===== config.mk =====
export PLATFORM = sky130hd
export DESIGN_NAME = alu_bus_arbiter_flat
export DESIGN_NICKNAME = d
export VERILOG_FILES = /design/src/rtl/alu_bus_arbiter_if.sv /design/src/rtl/alu_bus_arbiter.sv /design/src/flat_wrapper.sv
export SDC_FILE = /design/constraint.sdc
export NUM_CORES = 1
export LEC_CHECK = 0
export CAP_MARGIN = 20
export CORE_MARGIN = 1.5
export CORE_UTILIZATION = 45
export CTS_CLUSTER_DIAMETER = 30
export DETAILED_ROUTE_END_ITERATION = 6
export DONT_BUFFER_PORTS = 1
export PLACE_DENSITY = 0.65
export SLEW_MARGIN = 20
export SYNTH_ARGS = -nofsm -noshare
export SYNTH_HDL_FRONTEND = slang
export SYNTH_SLANG_ARGS = --single-unit

===== constraint.sdc =====
create_clock -name clk -period 11.5 [get_ports clk]
set_input_delay 1.725 -clock clk [delete_from_list [all_inputs] [get_ports clk]]
set_output_delay 1.725 -clock clk [all_outputs]
set_load 0.03 [all_outputs]

===== src/rtl/alu_bus_arbiter_if.sv =====
// Bus bundle between the eight requesters, the arbiter and the downstream consumer.
// The master modport is the arbiter's view; the slave modport is the requester/consumer side.
interface alu_bus_arbiter_if;
  logic [7:0] req;
  logic [7:0] lock;
  logic       out_ready;
  logic [7:0] grant;
  logic       sel2;
  logic       sel1;
  logic       sel0;
  logic       out_valid;

  modport master (
    input  req, lock, out_ready,
    output grant, sel2, sel1, sel0, out_valid
  );

  modport slave (
    output req, lock, out_ready,
    input  grant, sel2, sel1, sel0, out_valid
  );
endinterface


===== src/rtl/alu_bus_arbiter.sv =====
// Round-robin owner arbiter for an 8-input mux bus, with locked multi-beat ownership.
// Optional macro ALU_ARB_FIXED_PRIO_EN: replaces round-robin with fixed lowest-index priority.
module alu_bus_arbiter #(
  parameter int unsigned MAX_HOLD = 16
) (
  input logic               clk,
  input logic               rst,
  alu_bus_arbiter_if.master bus
);

  typedef enum logic {
    IDLE = 1'b0,
    OWN  = 1'b1
  } state_t;

`ifdef ALU_ARB_FIXED_PRIO_EN
  localparam bit FIXED_PRIO = 1'b1;
`else
  localparam bit FIXED_PRIO = 1'b0;
`endif

  localparam logic [8:0] MAX_HOLD_W = 9'(MAX_HOLD);

  state_t     state_r, state_s;
  logic [2:0] owner_r, owner_s;
  logic [2:0] rr_ptr_r, rr_ptr_s;
  logic [7:0] beat_cnt_r, beat_cnt_s;
  logic [7:0] grant_r, grant_s;
  logic [2:0] sel_r, sel_s;

  logic       out_valid_s;
  logic       do_arb_s;
  logic [7:0] scan_req_s;
  logic [2:0] scan_ptr_s;
  logic [3:0] pick_s;

  // Returns {found, index} of the first set bit scanning upward from ptr, modulo 8.
  function automatic logic [3:0] rr_pick(input logic [7:0] req_v, input logic [2:0] ptr);
    logic [3:0] res;
    logic [2:0] idx;
    res = 4'b0000;
    for (int k = 7; k >= 0; k--) begin
      idx = ptr + k[2:0];
      if (req_v[idx]) begin
        res = {1'b1, idx};
      end else begin
        res = res;
      end
    end
    return res;
  endfunction

  assign out_valid_s = (state_r == OWN) && bus.req[owner_r];

  // Next-state logic: hold, keep a locked owner, or release and re-arbitrate in the same cycle.
  always_comb begin
    state_s    = state_r;
    owner_s    = owner_r;
    rr_ptr_s   = rr_ptr_r;
    beat_cnt_s = beat_cnt_r;
    grant_s    = grant_r;
    sel_s      = sel_r;
    do_arb_s   = 1'b0;
    scan_req_s = bus.req;
    scan_ptr_s = FIXED_PRIO ? 3'd0 : rr_ptr_r;

    case (state_r)
      IDLE: begin
        do_arb_s = 1'b1;
        grant_s  = 8'h00;
      end
      OWN: begin
        if (!bus.req[owner_r]) begin
          // Abandoned beat: the owner is not eligible in the re-arbitration.
          do_arb_s   = 1'b1;
          scan_req_s = bus.req & ~(8'h01 << owner_r);
          rr_ptr_s   = FIXED_PRIO ? 3'd0 : owner_r + 3'd1;
          scan_ptr_s = FIXED_PRIO ? 3'd0 : owner_r + 3'd1;
        end else if (bus.out_ready) begin
          if (bus.lock[owner_r] && (({1'b0, beat_cnt_r} + 9'd1) < MAX_HOLD_W)) begin
            beat_cnt_s = beat_cnt_r + 8'd1;
          end else begin
            beat_cnt_s = beat_cnt_r + 8'd1;
            do_arb_s   = 1'b1;
            rr_ptr_s   = FIXED_PRIO ? 3'd0 : owner_r + 3'd1;
            scan_ptr_s = FIXED_PRIO ? 3'd0 : owner_r + 3'd1;
          end
        end else begin
          beat_cnt_s = beat_cnt_r;
        end
      end
      default: begin
        state_s = IDLE;
        grant_s = 8'h00;
      end
    endcase

    pick_s = rr_pick(scan_req_s, scan_ptr_s);

    if (do_arb_s) begin
      if (pick_s[3]) begin
        state_s    = OWN;
        owner_s    = pick_s[2:0];
        grant_s    = 8'h01 << pick_s[2:0];
        sel_s      = pick_s[2:0];
        beat_cnt_s = 8'd0;
      end else begin
        state_s = IDLE;
        grant_s = 8'h00;
      end
    end else begin
      state_s = state_s;
    end
  end

  // State and registered grant/select outputs.
  always_ff @(posedge clk or posedge rst) begin
    if (rst) begin
      state_r    <= IDLE;
      owner_r    <= 3'd0;
      rr_ptr_r   <= 3'd0;
      beat_cnt_r <= 8'd0;
      grant_r    <= 8'h00;
      sel_r      <= 3'd0;
    end else begin
      state_r    <= state_s;
      owner_r    <= owner_s;
      rr_ptr_r   <= rr_ptr_s;
      beat_cnt_r <= beat_cnt_s;
      grant_r    <= grant_s;
      sel_r      <= sel_s;
    end
  end

  assign bus.grant     = grant_r;
  assign bus.sel2      = sel_r[2];
  assign bus.sel1      = sel_r[1];
  assign bus.sel0      = sel_r[0];
  assign bus.out_valid = out_valid_s;

endmodule


===== src/flat_wrapper.sv =====
// flat-port wrapper written by rule: the top's interface ports become plain ports
module alu_bus_arbiter_flat 
#(
  parameter int unsigned MAX_HOLD = 16
)
  (clk, rst, bus_req, bus_lock, bus_out_ready, bus_grant, bus_sel2, bus_sel1, bus_sel0, bus_out_valid);
  alu_bus_arbiter_if bus_i ();
  input logic clk;
  input logic rst;
  input wire logic [$bits(bus_i.req)-1:0] bus_req;
  input wire logic [$bits(bus_i.lock)-1:0] bus_lock;
  input wire logic [$bits(bus_i.out_ready)-1:0] bus_out_ready;
  output wire logic [$bits(bus_i.grant)-1:0] bus_grant;
  output wire logic [$bits(bus_i.sel2)-1:0] bus_sel2;
  output wire logic [$bits(bus_i.sel1)-1:0] bus_sel1;
  output wire logic [$bits(bus_i.sel0)-1:0] bus_sel0;
  output wire logic [$bits(bus_i.out_valid)-1:0] bus_out_valid;
  assign bus_i.req = bus_req;
  assign bus_i.lock = bus_lock;
  assign bus_i.out_ready = bus_out_ready;
  assign bus_grant = bus_i.grant;
  assign bus_sel2 = bus_i.sel2;
  assign bus_sel1 = bus_i.sel1;
  assign bus_sel0 = bus_i.sel0;
  assign bus_out_valid = bus_i.out_valid;
  alu_bus_arbiter #(.MAX_HOLD(MAX_HOLD)) u_core (.clk(clk), .rst(rst), .bus(bus_i));
endmodule

==> results of run 1 <==
==> critical path: cells and delay by family <==
family,cells,cell delay [ps]
muxes,3,1450
and+or+nand+nor,3,1190
AOI/OAI and AO/OA,5,1060
buffers and inverters,2,330
adders and majority gates,1,300
xor gates and xnor gates,1,230
==> final cells by class <==
type                    instances  area (µm²)  share of cell area, %
flip-flops and latches         23         576                   22.8
repair buffers                  1        7.51                  0.297
well taps                      70        87.6                   3.47
multi-input cells             220        1740                   68.8
inverters                      18        72.6                   2.87
clock buffers                   4        45.0                   1.78
==> state kept, by name (all words and copies together) (netlist names) <==
name               flops
u_core.beat_cnt_r      8
u_core.state_r         1
u_core.rr_ptr_r        3
u_core.owner_r         3
u_core.bus.grant       8
==> per-stage QoR <==
step	hold slack, ps	cells	instance area, µm²	worst slack, ps	util, %
6_report	574	336	2530	5350	48.6
5_1_grt	602	336	2530	5050	48.6
4_1_cts	579	336	2530	5400	48.6
3_5_place_dp	557	332	2480	5120	47.7
3_3_place_gp	539	332	2480	5250	47.7
2_1_floorplan	525	274	2460	5570	-
==> cells in the mapped netlist, drive strengths merged, types with 3 or more instances <==
cell | count | share of area [%]
a211o | 4 | 1.4
a31oi | 9 | 2.5
a21boi | 5 | 1.5
xnor2 | 7 | 2.8
dfrtp | 23 | 23
mux2 | 10 | 4.6
a22oi | 4 | 1.4
mux4 | 7 | 6.4
nor2 | 16 | 2.7
a32o | 4 | 1.6
o21a | 3 | 0.91
o21ai | 15 | 3.0
inv | 18 | 2.9
xor2 | 5 | 1.8
o211ai | 3 | 0.91
and3 | 5 | 1.3
and2 | 3 | 0.76
mux2i | 17 | 7.4
nand4 | 7 | 1.8
ha | 8 | 4.1
nor2b | 4 | 1.0
a21oi | 11 | 2.2
a211oi | 4 | 1.2
nand2 | 20 | 3.0
nand3 | 9 | 1.8
buf | 8 | 2.3
clkbuf | 5 | 0.76
a22o | 5 | 1.8
==> routing by layer <==
layer	track usage (%)	up-vias	wire, µm
met5	0	-	0
met4	3.45	0	29
met3	2.86	4	304
met2	33.0	61	2910
met1	30.4	1042	2860
li1	-	1036	-
==> cell families (layout without fill, tap and decap cells) <==
| family | Yosys count | in the layout | synth area share (%) |
|---|---|---|---|
| xor+xnor | 12 | 12 | 4.57 |
| fa+ha+maj | 8 | 8 | 4.06 |
| buf+inv | 31 | 23 | 6.04 |
| mux | 34 | 34 | 18.3 |
| simple gates | 76 | 76 | 16.3 |
| compound gates | 90 | 90 | 27.4 |
| flops | 23 | 23 | 23.4 |
==> path summary, 6_finish.rpt <==
kind / end / slack (ps) / startpoint
max: u_core.bus.grant[4]$_DFFE_PP0P_ / 5350 / bus_req[7]
min: u_core.beat_cnt_r[7]$_DFF_PP0_ / 570 / u_core.beat_cnt_r[7]$_DFF_PP0_
max reg2reg: u_core.bus.grant[4]$_DFFE_PP0P_ / 5800 / u_core.owner_r[0]$_DFFE_PP0P_
min reg2reg: u_core.beat_cnt_r[7]$_DFF_PP0_ / 570 / u_core.beat_cnt_r[7]$_DFF_PP0_
max in group asynchronous: u_core.beat_cnt_r[5]$_DFF_PP0_ / 9460 / rst
min in group asynchronous: u_core.bus.grant[5]$_DFFE_PP0P_ / 1520 / rst
==> flow_summary.json, run 1 <==
{
  "status": "finished, final reports clean",
  "track_usage_pct": 20.8,
  "cts.sinks": 23,
  "worstPathRequired_ps": 11660,
  "critPathMaxFanout": 19,
  "synth_seq_area_share_pct": 23.4,
  "grt_pass1_vias": 2036,
  "worst_pin_slew_ps": 850,
  "grt_overflow": 0,
  "start_util_pct": 47.3,
  "rsz0062_at_grt": "false",
  "cp_cell_sequence": "mux2_1 > mux4_2 > a21bo_1 > a22oi_1 > and3_1 > inv_4 > ha_1 > inv_1 > xnor2_1 > mux4_2 > and3b_1 > o21ai_0 > o31ai_1 > nand3_1 > a32o_1",
  "ys_async_sr_fraction_pct": 100,
  "clk_latency_ps": 260,
  "ys_types": 67,
  "cts_resized": 0,
  "cp-end-kind": "flop",
  "dieArea_um2": 5930,
  "num_antenna_cells": 0,
  "cts-root-buf": "clkbuf_8",
  "tritoncts": "built",
  "grt_pass1_wl_um": 10100,
  "cts_hold_repair.buffers": 0,
  "synth_edf_count": 0,
  "ys.flop_type": "dfrtp_1",
  "netlist_area_um2": 2460,
  "die_h_um": 77.0,
  "core_um2": 5200,
  "wl_per_cell_um": 18.1,
  "hold_path.class": "flop to flop",
  "grt_antenna_before_repair": 0,
  "synthCells": 274,
  "finClkSkew_ps": 1.84,
  "clockBufferDepth": 2,
  "reg2reg_depth": 15,
  "drtIter0Drc": 106,
  "final_cell_mix": "dfrtp_1, nand2_1, inv_1",
  "synthesis.nets": 301,
  "maxSlewViolCount": 0,
  "die_w_um": 77.0,
  "hold_depth": 2,
  "crit_type": "input port to flop",
  "areaGrowthSynthToFinish_pct": 2.59,
  "io_pins": 31,
  "clk_pin_slew_ps": 80,
  "portBuffers": 0,
  "htreeDepth": 1,
  "setup_viol": 0,
  "crit_top_cell": "mux4_2",
  "critPathLaunchType": "input port",
  "n_fill_cell": 513,
  "dp_hpwl_um": 4470,
  "max_stage_delay_ps": 720,
  "period_needed_ps": 6150,
  "avgSynthCellArea_um2": 8.99,
  "ys_ff_latch": 23,
  "viasPerCell": 6.38,
  "cts_buffers": 3,
  "yosys_warnings": 0,
  "place.gp.congestion": 0.876,
  "fin_tns_setup_ps": 0,
  "arrival_ps": 6300,
  "drive_above_1_share_pct": 10.9,
  "finalCritPeriodShare_pct": 53.5,
  "maxSlewHeadroom_pct": 43.3,
  "report.final.hold_viol_count": 0,
  "maxCapViolCount": 0,
  "maxClockFrequency_mhz": 163,
  "vias": 2143,
  "routed_wl_um": 6100,
  "cts_setup_buffers": 0,
  "critPathSlowestCell": "and3_1",
  "nets": 294,
  "ant_nets": 0,
  "rows": 26,
  "grt_max_degree": 24,
  "layout_commonest_cell": "dfrtp_1",
  "drtPass1Iterations": 4,
  "drc_errors": 0
}
Power of run 1 is not shown: default switching activity piles up to over one toggle a cycle in this logic, so the estimate is an artifact.
==> inputs of run 2 (changes only) <==
--- a/config.mk
+++ b/config.mk
@@ -5,13 +5,14 @@
 export SDC_FILE = /design/constraint.sdc
 export NUM_CORES = 1
 export LEC_CHECK = 0
+export ABC_AREA = 1
 export CAP_MARGIN = 20
 export CORE_MARGIN = 1.5
 export CORE_UTILIZATION = 45
 export CTS_CLUSTER_DIAMETER = 30
 export DETAILED_ROUTE_END_ITERATION = 6
 export DONT_BUFFER_PORTS = 1
-export PLACE_DENSITY = 0.65
+export PLACE_DENSITY = 0.67
 export SLEW_MARGIN = 20
 export SYNTH_ARGS = -nofsm -noshare
 export SYNTH_HDL_FRONTEND = slang
==> constraint.sdc (replaced) <==
create_clock -name clk -period 5.3 [get_ports clk]
set_input_delay 0.795 -clock clk [delete_from_list [all_inputs] [get_ports clk]]
set_output_delay 0.795 -clock clk [all_outputs]
set_load 0.03 [all_outputs]
==> flow_summary.json, run 2 <==
{
  "reg2reg_depth": 24,
  "drtIter0Drc": 112,
  "maxClockFrequency_mhz": 283,
  "avgSynthCellArea_um2": 6.48,
  "grt_max_degree": 24,
  "rows": 26,
  "die_h_um": 75.9,
  "cts.sinks": 23,
  "die_w_um": 75.9,
  "synthMuxAreaShare_pct": 0,
  "yosys_warnings": 0,
  "cts_buffers": 3,
  "maxSlewHeadroom_pct": 44.6,
  "instances_no_fill": 436,
  "dieArea_um2": 5760,
  "clk_pin_slew_ps": 80,
  "cts_hold_repair.buffers": 0,
  "synth-xor-area-share_pct": 1.47,
  "whs_ps": 581,
  "synth_common_cells": "nand2_1, nand3_1, inv_1, nand2_2, dfrtp_1",
  "place_area_um2": 2400,
  "setup_viol": 0,
  "core_um2": 5110,
  "viasPerCell": 5.05,
  "ant_nets": 0,
  "period_needed_ps": 3530,
  "worst_pin_slew_ps": 830,
  "synth_most_common_cell": "nand2_1",
  "drive_above_1_share_pct": 17.2,
  "track_usage_pct": 20.6,
  "synth_compound_area_share_pct": 8.42,
  "synthSimpleGateAreaFrac_pct": 50.9,
  "portBuffers": 0,
  "synth_edf_count": 0,
  "final_cell_mix": "nand2_1, nand3_1, inv_1",
  "routed_wl_um": 5300,
  "clk_latency_ps": 260,
  "grt_overflow": 0,
  "wl_per_cell_um": 12.1,
  "dp_hpwl_um": 4200,
  "maxCapViolCount": 0,
  "hold_path.class": "input port to async pin",
  "r2r_start": "u_core.owner_r[0]$_DFFE_PP0P_",
  "fin_tns_setup_ps": 0,
  "yosysTopAreaCell": "dfrtp_1",
  "maxSlewViolCount": 0,
  "grt_pass1_vias": 2090,
  "tritoncts": "built",
  "crit_type": "flop to flop",
  "status": "finished, final reports clean",
  "reg2reg_setup_slack_ps": 1770,
  "cts_resized": 0,
  "nets": 394,
  "place_inst": 432,
  "synth_top_area_share_pct": 24.1,
  "synthesis.nets": 396,
  "start_util_pct": 46.8,
  "arrival_ps": 3690,
  "ys_async_sr_fraction_pct": 100,
  "num_antenna_cells": 0,
  "drtPass1Iterations": 4,
  "ys.flop_type": "dfrtp_1",
  "cts-root-buf": "clkbuf_8",
  "worstPathRequired_ps": 5460,
  "layout_commonest_cell": "nand2_1",
  "netlist_area_um2": 2390,
  "vias": 2200,
  "clockBufferDepth": 2,
  "cp-end-kind": "flop",
  "drc_errors": 0,
  "place.gp.congestion": 0.907,
  "areaGrowthSynthToFinish_pct": 2.25,
  "rsz0062_at_grt": "false",
  "r2r_end": "u_core.bus.grant[0]$_DFFE_PP0P_",
  "cts_setup_buffers": 0,
  "finalCritPeriodShare_pct": 66.6,
  "io_pins": 31,
  "ys_top_cells_by_area": "dfrtp_1, nand2_1, nand3_1, nand2_2, inv_1",
  "report.final.hold_viol_count": 0,
  "ys_ff_latch": 23,
  "grt_antenna_before_repair": 0,
  "yosys.area_share.adder_pct": 4.19,
  "critPathMaxFanout": 13,
  "final_area_um2": 2440,
  "critPathLaunchType": "flop",
  "grt_pass1_wl_um": 9210,
  "synthCells": 369,
  "synth_seq_area_share_pct": 24.1,
  "htreeDepth": 1,
  "finClkSkew_ps": 3.67,
  "ys_types": 29,
  "synth_top_family_by_area": "simple AND/OR/NAND/NOR gates"
}
[run 2: cells by family (layout without fill, tap and decap cells)]
logic type / count (synthesis) / count (layout)
simple gates: 250 / 250
buf+inv: 55 / 52
compound gates: 29 / 29
flops: 23 / 23
fa+ha+maj: 8 / 8
xor+xnor: 4 / 4
[run 2: final cells by class]
cell class,count,area [µm²]
Fill cell,534,2660
Inverter,48,183
Sequential cell,23,576
Clock buffer,4,45.0
Multi-Input combinational cell,291,1550
Tap cell,70,87.6
[run 2: routing by layer]
metal | track usage, % | wire length (µm) | vias to the layer above
li1 | - | - | 1161
met1 | 27.3 | 2590 | 978
met2 | 35.3 | 2360 | 48
met3 | 2.38 | 250 | 13
met4 | 5.75 | 97 | 0
met5 | 0 | 0 | -
[run 2: per-stage QoR]
step           util (%)  setup WS (ps)
6_report           47.9           1770
3_5_place_dp       47.0           1780
2_1_floorplan         -           2170
4_1_cts            47.9           1750
5_1_grt            47.9           1360
3_3_place_gp       47.0           1880
[run 2: worst max-delay path by stage]
stage / start / end / depth (start not counted)
2_1_floorplan: u_core.owner_r[0]$_DFFE_PP0P_ / u_core.bus.grant[2]$_DFFE_PP0P_ / 29
3_3_place_gp: u_core.owner_r[0]$_DFFE_PP0P_ / u_core.owner_r[0]$_DFFE_PP0P_ / 22
3_5_place_dp: u_core.owner_r[0]$_DFFE_PP0P_ / u_core.bus.grant[0]$_DFFE_PP0P_ / 24
4_1_cts: u_core.owner_r[0]$_DFFE_PP0P_ / u_core.owner_r[1]$_DFFE_PP0P_ / 22
5_1_grt: u_core.owner_r[0]$_DFFE_PP0P_ / u_core.bus.grant[0]$_DFFE_PP0P_ / 23
6_report: u_core.owner_r[0]$_DFFE_PP0P_ / u_core.bus.grant[0]$_DFFE_PP0P_ / 24
[run 2: critical path: stages, from the launching register on]
cell and delay [ps]:
dfrtp_1 790, inv_4 180, nand2_1 100, nand3_1 60, nand3_1 100, nand2_1 80, nand3_2 90, nand2_4 70
nand2_8 90, nand2_8 70, nand2_4 100, nand2_4 120, ha_1 340, inv_1 130, nand3_1 130, nand3_1 120
nand2_1 120, nor2_1 110, nand4_1 160, nand2_2 140, nor2_1 50, nand2_1 60, inv_2 60, nand3_1 90
nand2_1 50
Power of run 2 is left out for the same reason.
==> inputs of run 3 (changes only) <==
--- a/config.mk
+++ b/config.mk
@@ -5,7 +5,7 @@
 export SDC_FILE = /design/constraint.sdc
 export NUM_CORES = 1
 export LEC_CHECK = 0
-export ABC_AREA = 1
+export ABC_AREA = 0
 export CAP_MARGIN = 20
 export CORE_MARGIN = 1.5
 export CORE_UTILIZATION = 45
==> constraint.sdc (replaced) <==
create_clock -name clk -period 3 [get_ports clk]
set_input_delay 0.45 -clock clk [delete_from_list [all_inputs] [get_ports clk]]
set_output_delay 0.45 -clock clk [all_outputs]
set_load 0.03 [all_outputs]
==> flow_summary.json, run 3 (synthesized netlist as in run 1, its figures left out) <==
{
  "status": "complete, but fails checks",
  "violations": "negative setup slack",
  "nets": 398,
  "cts-root-buf": "clkbuf_8",
  "finalCritPeriodShare_pct": 136,
  "ant_nets": 0,
  "rsz0062_at_grt": "true",
  "grt_overflow": 0,
  "setup_viol": 20,
  "start_util_pct": 47.3,
  "utilization_pct": 68.0,
  "num_antenna_cells": 0,
  "maxCapViolCount": 0,
  "grt_pass1_vias": 2707,
  "die_h_um": 77.0,
  "grt_antenna_before_repair": 0,
  "finClkSkew_ps": 2.19,
  "period_needed_ps": 4090,
  "final_cell_mix": "buf_4, dfrtp_1, nand2_1",
  "wl_per_cell_um": 17.5,
  "crit_type": "flop to flop",
  "clk_latency_ps": 270,
  "worstPathRequired_ps": 3160,
  "grt_pass1_wl_um": 12800,
  "die_w_um": 77.0,
  "cts_hold_repair.buffers": 0,
  "rows": 26,
  "critPathTopFamily": "compound AO/OA/AOI/OAI gates",
  "critPathLaunchType": "flop",
  "cts.sinks": 23,
  "critPathMaxFanout": 8,
  "htreeDepth": 1,
  "core_um2": 5200,
  "maxClockFrequency_mhz": 244,
  "report.final.hold_viol_count": 0,
  "cp_cell_sequence": "mux2_4 > mux4_2 > a21bo_1 > a22o_1 > a311oi_4 > inv_4 > ha_4 > inv_4 > xnor2_4 > buf_4 > buf_6 > mux2_4 > o211a_1 > nor4bb_4 > a21oi_2 > a22oi_2 > a32o_1",
  "dieArea_um2": 5930,
  "cts_buffers": 3,
  "critPathSlowestCell": "dfrtp_2",
  "viasPerCell": 6.01,
  "routed_wl_um": 7690,
  "drtIter0Drc": 168,
  "drive_above_1_share_pct": 43.2,
  "worst_pin_slew_ps": 1060,
  "maxSlewHeadroom_pct": 28.7,
  "clockBufferDepth": 2,
  "dp_hpwl_um": 5820,
  "layout_commonest_cell": "buf_4",
  "tritoncts": "built",
  "areaGrowthSynthToFinish_pct": 43.7,
  "max_stage_delay_ps": 490,
  "vias": 2645,
  "hold_path.class": "input port to async pin",
  "dpl_worst_slack_ps": -1210,
  "place.gp.congestion": 0.904,
  "grt_max_degree": 24,
  "clk_pin_slew_ps": 80,
  "cp.buffers_inverters": 4,
  "drc_errors": 0,
  "arrival_ps": 4260,
  "cp-end-kind": "flop",
  "worst_slack_ps": -1090,
  "maxSlewViolCount": 0,
  "io_pins": 31,
  "track_usage_pct": 26.8,
  "drtPass1Iterations": 4,
  "portBuffers": 0
}
==> run 3: cell types whose count changed in the layout (fill, tap and decap cells not counted), moves of 7 or more <==
cell,before,now
nand2_1,127,20
buf_4,0,98
nand3_1,55,8
inv_1,41,12
nand2_2,27,0
mux2i_1,0,11
a31oi_1,0,8
nand3_2,9,1
mux4_2,0,7
==> run 3: path summary, 6_finish.rpt <==
kind	slack, ps	endpoint	startpoint	cells past startpoint
max in group asynchronous	2190	u_core.owner_r[0]$_DFFE_PP0P_	rst	1
min reg2reg	660	u_core.beat_cnt_r[1]$_DFF_PP0_	u_core.beat_cnt_r[1]$_DFF_PP0_	3
min in group clk	590	u_core.state_r$_DFFE_PP0N_	bus_out_ready	4
max reg2reg	-1090	u_core.bus.grant[5]$_DFFE_PP0P_	u_core.owner_r[0]$_DFFE_PP0P_	17
min	240	u_core.bus.grant[7]$_DFFE_PP0P_	rst	1
max	-1090	u_core.bus.grant[5]$_DFFE_PP0P_	u_core.owner_r[0]$_DFFE_PP0P_	17
==> run 3: routing by layer <==
metal | GRT usage, % | vias up | wire [µm]
met5 | 0 | - | 0
met4 | 10.2 | 0 | 184
met3 | 3.21 | 21 | 373
met2 | 48.0 | 90 | 3960
met1 | 32.8 | 1289 | 3180
li1 | - | 1245 | -
==> run 3: cell type report <==
| cell class | instances | area (µm²) |
|---|---|---|
| inverters | 18 | 77.6 |
| multi-input cells | 220 | 1940 |
| repair buffers | 105 | 818 |
| well taps | 70 | 87.6 |
| flip-flops and latches | 23 | 577 |
| clock buffers | 4 | 45.0 |
| fillers | 418 | 1660 |
==> run 3: what timing repair did <==
| action | CTS | global route |
|---|---|---|
| setup buffers | 9 | 7 |
| endpoints found under the setup margin | 20 | 20 |
| gates resized for setup | 28 | 12 |
| gates cloned | 0 | 0 |
| pin swaps | 10 | 10 |
==> run 3: stage by stage <==
| step | setup TNS (ps) | hold slack, ps | cells | instance area [µm²] |
|---|---|---|---|---|
| 5_1_grt | -21380 | 309 | 440 | 3540 |
| 4_1_cts | -17330 | 258 | 435 | 3460 |
| 6_report | -18040 | 236 | 440 | 3540 |
| 3_3_place_gp | -19050 | 554 | 422 | 3220 |
| 2_1_floorplan | -21470 | 452 | 274 | 2550 |
| 3_5_place_dp | -19970 | 559 | 422 | 3220 |
Power of run 3 is left out for the same reason.
